File: config.mk
export PLATFORM = sky130hd
export DESIGN_NAME = mem_port_arbiter
export DESIGN_NICKNAME = d
export VERILOG_FILES = /design/src/rtl/mem_port_arbiter.sv
export SDC_FILE = /design/constraint.sdc
export NUM_CORES = 1
export LEC_CHECK = 0
export ABC_AREA = 1
export CAP_MARGIN = 20
export CORE_ASPECT_RATIO = 1.2
export CORE_MARGIN = 4
export CORE_UTILIZATION = 38
export DETAILED_ROUTE_END_ITERATION = 10
export GPL_TIMING_DRIVEN = 0
export PLACE_DENSITY_LB_ADDON = 0.1
export RECOVER_POWER = 50
export SLEW_MARGIN = 10
export SYNTH_ARGS = -nofsm -noshare
export SYNTH_HDL_FRONTEND = slang
export SYNTH_SLANG_ARGS = --single-unit
export TNS_END_PERCENT = 1
File: constraint.sdc
create_clock -name CLOCK_50 -period 2.95 [get_ports CLOCK_50]
set_clock_uncertainty 0.1 [all_clocks]
set_input_delay 0.59 -clock CLOCK_50 [delete_from_list [all_inputs] [get_ports CLOCK_50]]
set_output_delay 0.59 -clock CLOCK_50 [all_outputs]
set_load 0.05 [all_outputs]
File: src/rtl/mem_port_arbiter.sv
// mem_port_arbiter: registered round-robin arbiter sharing the single-port
// program/data RAM between the CPU datapath and the program loader/debug port.
// One access is placed on the RAM bus per grant cycle. Read data returns one
// cycle later and is routed to whichever requester owned that grant.
module mem_port_arbiter #(
  parameter int unsigned ADDR_W = 5,
  parameter int unsigned DATA_W = 8
) (
  input  logic              CLOCK_50,
  input  logic              reset,
  // CPU datapath port
  input  logic              cpu_req,
  input  logic              cpu_we,
  input  logic [ADDR_W-1:0] cpu_addr,
  input  logic [DATA_W-1:0] cpu_wdata,
  output logic              cpu_gnt,
  output logic              cpu_rvalid,
  output logic [DATA_W-1:0] cpu_rdata,
  output logic              cpu_stall,
  // loader/debug port
  input  logic              ld_req,
  input  logic              ld_we,
  input  logic [ADDR_W-1:0] ld_addr,
  input  logic [DATA_W-1:0] ld_wdata,
  input  logic              ld_excl,
  output logic              ld_gnt,
  output logic              ld_rvalid,
  output logic [DATA_W-1:0] ld_rdata,
  // RAM pins
  output logic [ADDR_W-1:0] mem_addr,
  output logic              mem_we,
  output logic [DATA_W-1:0] mem_wdata,
  input  logic [DATA_W-1:0] mem_rdata
);

  typedef enum logic [1:0] {
    S_IDLE    = 2'd0,
    S_GNT_CPU = 2'd1,
    S_GNT_LD  = 2'd2
  } state_t;

  state_t            r_state;
  state_t            w_state_nxt;
  logic              r_last_ld;      // 1: loader owned the most recent grant
  logic              r_cpu_rvalid;   // read pending, returning to the CPU
  logic              r_ld_rvalid;    // read pending, returning to the loader
  logic [ADDR_W-1:0] r_mem_addr;
  logic              r_mem_we;
  logic [DATA_W-1:0] r_mem_wdata;
  logic              w_cpu_elig;
  logic              w_ld_elig;

  // Exclusive mode withholds the CPU from every arbitration decision.
  assign w_cpu_elig = cpu_req & ~ld_excl;
  assign w_ld_elig  = ld_req;

  // Next-state selection: round-robin from IDLE, hand-over from a grant.
  always_comb begin
    w_state_nxt = S_IDLE;
    case (r_state)
      S_IDLE: begin
        if (w_cpu_elig && w_ld_elig) begin
          w_state_nxt = r_last_ld ? S_GNT_CPU : S_GNT_LD;
        end else if (w_cpu_elig) begin
          w_state_nxt = S_GNT_CPU;
        end else if (w_ld_elig) begin
          w_state_nxt = S_GNT_LD;
        end
      end
      S_GNT_CPU: if (w_ld_elig)  w_state_nxt = S_GNT_LD;
      S_GNT_LD:  if (w_cpu_elig) w_state_nxt = S_GNT_CPU;
      default:   w_state_nxt = S_IDLE;
    endcase
  end

  // State register.
  always_ff @(posedge CLOCK_50 or negedge reset) begin
    if (!reset) begin
      r_state <= S_IDLE;
    end else begin
      r_state <= w_state_nxt;
    end
  end

  // RAM bus launch, ownership history and read-return routing.
  always_ff @(posedge CLOCK_50 or negedge reset) begin
    if (!reset) begin
      r_last_ld    <= 1'b1;
      r_mem_addr   <= '0;
      r_mem_we     <= 1'b0;
      r_mem_wdata  <= '0;
      r_cpu_rvalid <= 1'b0;
      r_ld_rvalid  <= 1'b0;
    end else begin
      case (w_state_nxt)
        S_GNT_CPU: begin
          r_last_ld   <= 1'b0;
          r_mem_addr  <= cpu_addr;
          r_mem_we    <= cpu_we;
          r_mem_wdata <= cpu_wdata;
        end
        S_GNT_LD: begin
          r_last_ld   <= 1'b1;
          r_mem_addr  <= ld_addr;
          r_mem_we    <= ld_we;
          r_mem_wdata <= ld_wdata;
        end
        default: r_mem_we <= 1'b0;
      endcase
      r_cpu_rvalid <= (r_state == S_GNT_CPU) && !r_mem_we;
      r_ld_rvalid  <= (r_state == S_GNT_LD)  && !r_mem_we;
    end
  end

  assign cpu_gnt    = (r_state == S_GNT_CPU);
  assign ld_gnt     = (r_state == S_GNT_LD);
  assign cpu_rvalid = r_cpu_rvalid;
  assign ld_rvalid  = r_ld_rvalid;
  assign cpu_rdata  = mem_rdata;
  assign ld_rdata   = mem_rdata;
  assign cpu_stall  = cpu_req & ~cpu_gnt;
  assign mem_addr   = r_mem_addr;
  assign mem_we     = r_mem_we;
  assign mem_wdata  = r_mem_wdata;

endmodule

==> metrics.txt <==
# TYPE chip_impl_metric gauge
chip_impl_metric{name="hold-path-cell-count",unit=""} 1
chip_impl_metric{name="first_global_vias",unit=""} 1071
chip_impl_metric{name="post_layout_nonfiller_instances",unit=""} 267
chip_impl_metric{name="grt_use_total",unit=""} 0.1438
chip_impl_metric{name="vias",unit=""} 1116
chip_impl_info{name="outcome",value="completed"} 1
chip_impl_metric{name="dr.first_iter.drc_count",unit=""} 19
chip_impl_metric{name="fin_crit_sh",unit=""} 0.9204
chip_impl_metric{name="postCtsHoldBufs",unit=""} 0
chip_impl_metric{name="critPathRequiredTime",unit="ns"} 2.26
chip_impl_metric{name="p_per_area",unit="nW/um^2"} 867.3
chip_impl_metric{name="design.final.nets",unit=""} 277
chip_impl_metric{name="synth_compound_gate_area_share",unit=""} 0.008850
chip_impl_metric{name="antennaDiodeCount",unit=""} 0
chip_impl_info{name="clock_tree.root_cell",value="clkbuf_4"} 1
chip_impl_metric{name="timing_worst_slew_pin_value",unit="ns"} 0.8374
chip_impl_metric{name="clock_insertion_delay_worst_skew",unit="ns"} 0.29
chip_impl_metric{name="cap_violations",unit=""} 0
chip_impl_metric{name="relSlewSlack",unit=""} 0.4399
chip_impl_metric{name="chipWidth",unit="um"} 57.81
chip_impl_metric{name="via_per_inst",unit=""} 4.180
chip_impl_info{name="cts_tree",value="built"} 1
chip_impl_metric{name="hold_ws",unit="ns"} 0.3540
chip_impl_metric{name="synth_simple_gate_area_frac",unit=""} 0.2965
chip_impl_info{name="timing.hold.worst.class",value="register to register"} 1
chip_impl_metric{name="post_cts.resized_instances",unit=""} 0
chip_impl_metric{name="post_synth_xor_xnor_area",unit=""} 0
chip_impl_metric{name="timing.final.max_slew_violations",unit=""} 0
chip_impl_metric{name="arrival",unit="ns"} 2.03
chip_impl_metric{name="die-area",unit="um^2"} 3917
chip_impl_metric{name="syn-cell-area",unit="um^2"} 1131
chip_impl_metric{name="timing.reg2reg.setup_slack",unit="ns"} 0.88
chip_impl_metric{name="pre_cts_slack",unit="ns"} 0.2261
chip_impl_metric{name="worst_ir_drop_vdd",unit="uV"} 532.2
chip_impl_metric{name="p_leak",unit="nW"} 1.009
chip_impl_info{name="final_cell_mix",value="nand2_1 (62), clkdlybuf4s50_1 (57), inv_1 (33)"} 1
chip_impl_info{name="hold-path-endpoint",value="cpu_rvalid$_DFF_PN0_"} 1
chip_impl_metric{name="synthCells",unit=""} 162
chip_impl_metric{name="fin_setup_tns",unit="ns"} 0
chip_impl_metric{name="cpPeakStageDelay",unit="ns"} 0.80
chip_impl_metric{name="synth.lib_cells_used.distinct",unit=""} 14
chip_impl_metric{name="numCtsBuffers",unit=""} 3
chip_impl_info{name="crit_top_cell",value="clkdlybuf4s50_1"} 1
chip_impl_info{name="crit_chain",value="clkdlybuf4s50_1 -> inv_1 -> nor2_1 -> clkdlybuf4s50_1"} 1
chip_impl_metric{name="grt_max_degree",unit=""} 20
chip_impl_metric{name="post_synth_mux_area_share",unit=""} 0
chip_impl_metric{name="mappedNetlistNets",unit=""} 205
chip_impl_metric{name="synth.yosys.seq_area_share",unit=""} 0.4215
chip_impl_info{name="worstSetupEndpointType",value="primary output"} 1
chip_impl_metric{name="critical_path_peak_fanout",unit=""} 3
chip_impl_metric{name="portBuffers",unit=""} 67
chip_impl_info{name="holdCritStartpoint",value="mem_we$_DFF_PN0_"} 1
chip_impl_metric{name="fp-row-count",unit=""} 21
chip_impl_metric{name="max_clock_freq",unit="MHz"} 368.3
chip_impl_metric{name="antenna_left",unit=""} 0
chip_impl_metric{name="layout_setup_ws",unit="ns"} 0.2347
chip_impl_metric{name="post-layout-total-power",unit="mW"} 1.620
chip_impl_metric{name="synth.avg_cell_area",unit="um^2"} 6.982
chip_impl_metric{name="worstRegToRegCells",unit=""} 9
chip_impl_metric{name="drt_pass1_iterations",unit=""} 4
chip_impl_metric{name="grt_first_pass_wirelength",unit="mm"} 4.388
chip_impl_info{name="r2r-end",value="mem_wdata[5]$_DFFE_PN0P_"} 1
chip_impl_metric{name="starting_density_of_the_core",unit=""} 0.4023
chip_impl_metric{name="final-hold-violation-count",unit=""} 0
chip_impl_metric{name="period_minus_slack",unit="ns"} 2.715
chip_impl_metric{name="die_h",unit="um"} 67.77
chip_impl_metric{name="finalSetupViolations",unit=""} 0
chip_impl_metric{name="drcViolationCount",unit=""} 0
chip_impl_metric{name="clock_path_buffers",unit=""} 2
chip_impl_metric{name="grt_antenna_before_repair",unit=""} 0
chip_impl_info{name="dominant_combinational_cell_family_by_area_after_synthesis",value="simple AND/OR/NAND/NOR gates"} 1
chip_impl_metric{name="synthesis_stage_register_bit_count",unit=""} 19
chip_impl_metric{name="wirelength",unit="mm"} 2.744
chip_impl_metric{name="yosys.area_share.adder",unit=""} 0.02212
chip_impl_info{name="worstSetupPathType",value="input pin to primary output"} 1
chip_impl_metric{name="ios",unit=""} 76
chip_impl_metric{name="grt_overflow_total",unit=""} 0
chip_impl_info{name="grt_setup_unrepaired",value="no"} 1
chip_impl_metric{name="post-cts-setup-buffer-count",unit=""} 0
chip_impl_info{name="crit_start",value="cpu_req"} 1
chip_impl_metric{name="place.detailed.hpwl",unit="mm"} 2.282
chip_impl_metric{name="cts_max_level",unit=""} 1
chip_impl_info{name="crit-reg2reg-launch",value="r_state[0]$_DFF_PN0_"} 1
chip_impl_metric{name="floorplan.core_area",unit="um^2"} 2811
chip_impl_metric{name="detail_route.wl_per_cell",unit="um"} 10.28
chip_impl_info{name="start_kind",value="input pin"} 1
chip_impl_metric{name="numPlacedInstances",unit=""} 263
chip_impl_info{name="max_stage_delay_cell_worst_path",value="clkdlybuf4s50_1"} 1
chip_impl_metric{name="final_layout_size_suffix_gt1_frac",unit=""} 0.1030
chip_impl_metric{name="routabilityCongestion",unit=""} 0.7100
chip_impl_metric{name="cts_num_sinks",unit=""} 19
chip_impl_metric{name="yosysWarnings",unit=""} 0
chip_impl_info{name="mostFrequentLayoutCell",value="nand2_1"} 1
chip_impl_metric{name="clk_pin_slew_worst_paths",unit="ns"} 0.10
chip_impl_metric{name="syn_to_final_growth",unit="%"} 65.15
Yosys cell counts:
cell	count	area share
buf_2	2	0.0088
inv_2	1	0.0033
inv_1	33	0.11
dfstp_2	1	0.023
o21ai_1	1	0.0044
dfrtp_1	18	0.40
a21oi_1	1	0.0044
buf_4	18	0.12
nand3_1	14	0.062
ha_1	2	0.022
nor3_1	2	0.0088
buf_6	1	0.010
nor2_1	6	0.020
nand2_1	62	0.21
layout make-up:
cell class | count | area, um^2
Tap cell | 34 | 42.54
Sequential cell | 19 | 476.7
Multi-Input combinational cell | 88 | 370.4
Clock buffer | 4 | 26.28
Buffer | 21 | 153.9
Timing Repair Buffer | 67 | 670.6
Fill cell | 251 | 943.4
Inverter | 34 | 127.6
per-layer routing:
metal	part of all wire	GRT usage	vias up
li1	-	-	595
met1	0.40	0.1669	482
met2	0.51	0.2444	37
met3	0.085	0.04398	2
met4	0.0066	0.06087	0
met5	0	0	-
worst max path at each step:
stage                     slack (ns)  cells past startpoint   endpoint
after floorplan                 0.86                      4  cpu_stall
after global placement          0.24                      4  cpu_stall
after detailed placement        0.23                      4  cpu_stall
after CTS                       0.22                      4  cpu_stall
after global routing            0.17                      4  cpu_stall
final                           0.23                      4  cpu_stall
cells by family after synthesis:
group           Yosys count
buf+inv                  55
flops                    19
compound gates            2
fa+ha+maj                 2
simple gates             84
registers in the layout, summed over array words and instances (netlist names):
| signal | cells |
|---|---|
| r_state | 2 |
| mem_wdata | 8 |
| mem_we | 1 |
| ld_rvalid | 1 |
| cpu_rvalid | 1 |
| mem_addr | 5 |
| r_last_ld | 1 |
worst max-delay path: cells and delay by family:
family                 cells  cell delay (ns)
buffers and inverters      3             1.35
and+or+nand+nor            1             0.09
where the power goes:
part / leakage (nW) / switching [mW] / internal [mW]
combinational: 0.761 / 0.689 / 0.362
sequential: 0.232 / 0.0629 / 0.377
clock: 0.0150 / 0.0767 / 0.0525
per-stage QoR:
stage / utilization / instance area, um^2
3_5_place_dp: 0.6560 / 1844
5_1_grt: 0.6644 / 1868
3_3_place_gp: 0.6560 / 1844
6_report: 0.6644 / 1868
4_1_cts: 0.6653 / 1871
2_1_floorplan: - / 1131
Note: power is estimated with default switching activity, not from simulation.
